<file path="src/rtl/maxnet_loader.sv">
// Front-end for maxnet: collects N activations (negatives clamped to +0), launches maxnet,
// then locates the winning slot in the stored vector and returns {index, value} downstream.
module maxnet_loader #(
   parameter int N  = 4,
   parameter int W  = 32,
   parameter int IW = 2
) (
   input  logic           clk,
   input  logic           rst,
   input  logic           in_valid,
   output logic           in_ready,
   input  logic [W-1:0]   in_data,
   output logic [N*W-1:0] mx_x,
   output logic           mx_start,
   input  logic           mx_done,
   input  logic [W-1:0]   mx_result,
   output logic           out_valid,
   input  logic           out_ready,
   output logic [W-1:0]   out_data,
   output logic [IW-1:0]  out_index,
   output logic           out_miss
);

   localparam logic [2:0] S_LOAD  = 3'd0;
   localparam logic [2:0] S_START = 3'd1;
   localparam logic [2:0] S_WAIT  = 3'd2;
   localparam logic [2:0] S_MATCH = 3'd3;
   localparam logic [2:0] S_OUT   = 3'd4;

   localparam logic [IW-1:0] LAST = IW'(N - 1);

   logic [2:0]    state;
   logic [IW-1:0] cnt;
   logic [IW-1:0] k;
   logic [IW-1:0] idx;
   logic          found;
   logic [W-1:0]  res;
   logic [W-1:0]  mem [N];

   function automatic logic [W-1:0] clamp_neg(input logic [W-1:0] v);
      return v[W-1] ? '0 : v;
   endfunction

   always_ff @(posedge clk) begin
      if (rst) begin
         state <= S_LOAD;
         cnt   <= '0;
         k     <= '0;
         idx   <= '0;
         found <= 1'b0;
         res   <= '0;
         for (int i = 0; i < N; i++) mem[i] <= '0;
      end else begin
         case (state)
            S_LOAD: begin
               if (in_valid) begin
                  mem[cnt] <= clamp_neg(in_data);
                  if (cnt == LAST) begin
                     cnt   <= '0;
                     state <= S_START;
                  end else begin
                     cnt <= cnt + 1'b1;
                  end
               end
            end
            S_START: state <= S_WAIT;
            S_WAIT: begin
               if (mx_done) begin
                  res   <= mx_result;
                  k     <= '0;
                  found <= 1'b0;
                  state <= S_MATCH;
               end
            end
            S_MATCH: begin
               // First bitwise hit wins, so ties resolve to the lowest slot
               if (!found && mem[k] == res) begin
                  idx   <= k;
                  found <= 1'b1;
               end
               if (k == LAST) state <= S_OUT;
               else           k     <= k + 1'b1;
            end
            S_OUT: begin
               if (out_ready) begin
                  cnt   <= '0;
                  state <= S_LOAD;
               end
            end
            default: state <= S_LOAD;
         endcase
      end
   end

   always_comb begin
      in_ready  = (state == S_LOAD) && !rst;
      mx_start  = (state == S_START);
      out_valid = (state == S_OUT);
      out_data  = res;
      out_miss  = (state == S_OUT) && !found;
      out_index = ((state == S_OUT) && !found) ? LAST : idx;
      mx_x      = '0;
      for (int i = 0; i < N; i++) mx_x[i*W +: W] = mem[i];
   end

endmodule

</file>
<file path="config.mk">
export PLATFORM = sky130hd
export DESIGN_NAME = maxnet_loader
export DESIGN_NICKNAME = d
export VERILOG_FILES = /design/src/rtl/maxnet_loader.sv
export SDC_FILE = /design/constraint.sdc
export NUM_CORES = 1
export LEC_CHECK = 0
export CELL_PAD_IN_SITES_DETAIL_PLACEMENT = 1
export CELL_PAD_IN_SITES_GLOBAL_PLACEMENT = 1
export CORE_MARGIN = 3
export CORE_UTILIZATION = 39
export DETAILED_ROUTE_END_ITERATION = 12
export PLACE_DENSITY_LB_ADDON = 0.1
export RECOVER_POWER = 25
export SYNTH_ARGS = -nofsm -noshare
export SYNTH_HDL_FRONTEND = slang
export SYNTH_SLANG_ARGS = --single-unit
</file>
<file path="constraint.sdc">
create_clock -name clk -period 7.68 [get_ports clk]
set_clock_uncertainty 0.1 [all_clocks]
set_input_delay 1.536 -clock clk [delete_from_list [all_inputs] [get_ports clk]]
set_output_delay 1.536 -clock clk [all_outputs]
set_load 0.01 [all_outputs]
</file>
== Word level (Yosys, flattened, before mapping) ==
Memory sizes are Yosys's and may differ from the RTL's. A register that Yosys moved wholly into a read port is not among the register bits.
Cells that the tools add are included.
Widths: inputs -> output; s select.

* Register bits after elaboration: 42
* Bits in writable memories: 124
* Bits of input ports: 69
* Output and inout port bits: 166
* Memories: 1

* Add/sub/neg operators: 2
* Eq/ne operators: 14
* Multiplexer cells: 29
* Reductions and logical operators: 15

{| class="wikitable"
|+ Memory list
! memory !! depth !! bits a word !! rd ports !! clocked after memory_dff !! write ports !! line !! text
|-
| mem || 4 || 31 || 5 || 1 || 4 || 38 || <nowiki>logic [W-1:0] mem [N];</nowiki>
|}

{| class="wikitable"
|+ Operator list
! cell !! count
|-
| $mux 31 || 2
|-
| $eq 32x32->1 || 1
|-
| $reduce_or 31->1 || 1
|-
| $mux 2 || 9
|-
| $mux 3 || 5
|-
| $pmux 3 s5 || 1
|-
| $ne 2x2->1 const B || 6
|-
| $mux 1 || 9
|-
| $reduce_and 3->1 || 3
|-
| $pmux 2 s2 || 2
|-
| $eq 3x2->1 const B || 2
|-
| $reduce_and 5->1 || 1
|-
| $add 2x1->2 const B || 2
|-
| $eq 2x2->1 const B || 2
|-
| $reduce_and 2->1 || 2
|-
| $reduce_bool 2->1 || 2
|-
| $eq 3x1->1 const B || 1
|-
| $eq 3x3->1 const B || 1
|-
| $logic_and 1x1->1 || 3
|-
| $logic_not 3->1 || 1
|-
| $logic_not 1->1 || 2
|-
| $ne 2x1->1 const B || 1
|-
| $pmux 1 s2 || 1
|}

== Depth between registers and ports, before layout ==
* Word-level depth: 6
* Gate-level depth with buffers: 9
* Gate-level depth less buffers: 6

== Worst setup path before layout ==
No wires, ideal clock.

* Path kind: in2reg
* From: input port in_valid
* To: memory mem[2][0] in the netlist's numbering (enable)
* Library setup time: 0.426 ns
* Data arrival time: 3.293 ns
* Setup slack: 3.861 ns
* Stages on the path: 3
* Cells stage by stage: nor2b_1 -> nand2_1 -> o21bai_1

{| class="wikitable"
|+ RTL lines
! what !! line !! text
|-
| from (decl) || 10 || <nowiki>input logic in_valid,</nowiki>
|-
| to (decl) || 38 ||
|}

== Worst setup path in the final report ==
* From: input port rst
* To: output port in_ready

* Longest elaborated chain between the ends: 2

{| class="wikitable"
|+ Ends and longest elaborated chain
! what !! line !! text
|-
| from (decl) || 9 || <nowiki>input logic rst,</nowiki>
|-
| $logic_not 1->1 || 96 || <nowiki>in_ready = (state == S_LOAD) && !rst;</nowiki>
|-
| $logic_and 1x1->1 || 96 ||
|-
| to (decl) || 11 || <nowiki>output logic in_ready,</nowiki>
|}

Every way passes these cells.

==> reports/qor.yml <==
grt:
  grt.overflow.total: 0
  largest_net_degree_at_the_start_of_global_routing: 50
  grt_pass1_vias: 6105
  track_usage_pct: 23.7
  grt_pass1_wl_mm: 36.5
  number_of_antenna_violations_at_the_first_check_in_global_routing: 0
critical_path:
  regToRegEndpoint: "idx[0]"
  critical_path.startpoint_type: "input port"
  crit_path_cell_trace: "clkbuf_1, nor4_1, clkdlybuf4s50_1"
  worstSetupEndpoint: "in_ready"
  timing.reg2reg.worst_path_depth: 7
  critPathSlowestCell: "clkbuf_1"
  cp-end-kind: "primary output"
  cp-startpoint: "rst"
  timing.critical_path.arrival_ns: 3.69
  timing_worst_setup_path_type: "in -> out"
  crit_path_max_incr_delay_ns: 1.51
  crit_required_ns: 6.04
  reg2reg_slack_ns: 4.29
  crit_fanout: 49
timing:
  slew_headroom_pct: -44.2
  post-route-min-period_ns: 5.33
  setup_total_negative_slack_ns: 0
  timing_max_transition_violations_final: 50
  fmax_ghz: 0.188
  setup-violations-final: 0
  grt_setup_unrepaired: "false"
  count_of_final_hold_check_violations: 0
  period_share_pct: 69.4
  least_margin_pin_slew_ns: 2.16
synth:
  yosys_warnings: 0
  synth_largest_area_cell: "edfxtp_1"
  syn_area_mm2: 0.00751
  synth_top_flop_cell: "edfxtp_1"
  ys_seq_area_share_pct: 61.3
  syn_avg_cell_area_um2: 11.8
  synth_cells: 636
  synth-async-reset-ratio_pct: 0
  synth.top_cells.by_area: "edfxtp_1 (50%), dfxtp_1 (12%), nand2_1 (5.3%), nor2_1 (5.2%), mux4_2 (4.8%)"
  synthMostInstantiatedCell: "edfxtp_1"
  synth_enable_flop_cells: 124
  yosys.area.top_type_share_pct: 49.6
  synth.distinct_cells: 54
  synth_top_cells_by_count: "edfxtp_1 (124), nand2_1 (106), nor2_1 (103)"
  synth_seq_cells: 168
clocking:
  holdBufCountCts: 0
  post-cts-setup-buffers: 0
  cts_max_path_buffers: 2
  clk_root_buffer_cell: "clkbuf_16"
  cts_resized: 0
  cts-htree-levels: 4
  clkLatencyLatePin_ns: 0.43
  cts_made_buffers: 17
  cts_tree: "yes"
  clock_sinks: 168
  worst_setup_hold_path_clk_slew_ns: 0.07
detailed_routing:
  drt_first_iter_violations: 294
  antenna_violating_nets_post_route: 0
  detail_route.drc_violations: 0
  drt_pass1_iterations: 5
  num_vias: 5753
  wl_mm: 24.8
  via_per_inst: 5.11
  post_drt_wl_per_cell_um: 22.0
pwr:
  power_density_mw_per_mm2: 198
  leakage_power_of_the_design_uw: 0.00389
  power.ir.vdd_worst_v: 0.000163
layout:
  nets: 923
  share_of_final_layout_standard_cells_stronger_than_drive_strength_1_pct: 8.55
  diodes: 0
  area_growth_pct: 40.5
  post_layout_nonfiller_instances: 1125
placed_design:
  numPortBuffers: 230
  dp.cells: 1093
  gp_congestion: 0.798
  detailed_place_hpwl_mm: 17.5
die:
  core-area_mm2: 0.0188
  num_io_pins: 235
  die_x_um: 145
  start_util_pct: 39.9
  row_count: 50
  die-area_mm2: 0.0209
  die_height_um: 145
hold_path:
  min_path_type: "reg -> reg"
  min-delay-start: "idx[1]"
status:
  outcome: "complete, but fails checks"
  violations: "capacitance limit, slew limit"
run:
  max_cap_viol_count: 1
## worst min-delay path by stage
stage,endpoint,slack [ns],cells after the start
3_3_place_gp,idx[1],0.36,2
6_report,idx[1],0.39,2
5_1_grt,found,0.41,2
2_1_floorplan,idx[1],0.34,2
3_5_place_dp,found,0.37,2
4_1_cts,idx[1],0.38,2
## power by group
| part | internal [µW] | total [µW] | switching (µW) | leakage (µW) |
|---|---|---|---|---|
| combinational | 106 | 218 | 112 | 0.00197 |
| clock | 453 | 831 | 378 | 0.000280 |
| sequential | 1010 | 1040 | 24.7 | 0.00165 |
| total | 1570 | 2090 | 515 | 0.00389 |
## per-stage QoR
step / util, % / worst slack, ns / cell area [µm²] / total power [µW] / hold slack, ns
floorplan: - / 3.86 / 7520 / 1140 / 0.339
global placement: 53.0 / 3.06 / 9980 / 1280 / 0.358
global route: 56.0 / 2.11 / 10500 / 2150 / 0.410
finish: 56.0 / 2.35 / 10500 / 2090 / 0.385
CTS: 56.0 / 3.21 / 10500 / 2110 / 0.383
detailed placement: 53.0 / 3.01 / 9980 / 1290 / 0.375
## flip-flops by register name (all words and copies together), names as in the netlist, named ones only
register	cells
k	2
state	3
found	1
cnt	2
out_data	32
idx	2
mem	124
## layer usage
layer | up-vias | share of wire, % | global-route usage, %
met2 | 212 | 49 | 38.9
li1 | 2664 | - | -
met1 | 2860 | 42 | 31.5
met3 | 17 | 8.0 | 6.44
met5 | - | 0 | 0
met4 | 0 | 1.1 | 6.23
## worst max-delay path, delay by kind of cell
kind                   cells  cell delay [ns]
buffers and inverters      2             2.08
and+or+nand+nor            1             0.06
## layout by cell type, fill, tap and decap left out, types with 5 or more instances in the layout
master and instances:
dfxtp_1 42, nor4_1 5, mux4_2 16, dlygate4sd3_1 99, clkbuf_16 17, mux2i_1 17, nor3_1 5, edfxtp_1 124
nand2_1 105, mux4_1 8, a21oi_1 39, xnor2_1 23, buf_4 5, mux2_2 5, nand4_1 7, clkdlybuf4s50_1 130
nor2_1 103, inv_1 38
## cells by family (layout without fill, tap and decap cells)
| group | after synthesis | count (layout) | synth area share [%] |
|---|---|---|---|
| xor+xnor | 25 | 25 | 3.02 |
| mux | 47 | 47 | 10.8 |
| simple gates | 253 | 253 | 14.3 |
| buf+inv | 79 | 305 | 5.13 |
| flops | 168 | 168 | 61.3 |
| compound gates | 61 | 61 | 5.03 |
| other cells | 1 | 4 | 0.0500 |
| fa+ha+maj | 2 | 2 | 0.333 |
## cell type report
class / instances / area [µm²]
multi-input combinational: 392 / 2570
tap: 260 / 325
clock buffer: 17 / 425
inverter: 38 / 143
clock inverter: 15 / 140
sequential: 168 / 4610
timing repair buffer: 235 / 2330
fill: 1992 / 8290
(Power assumes the default switching activity.)
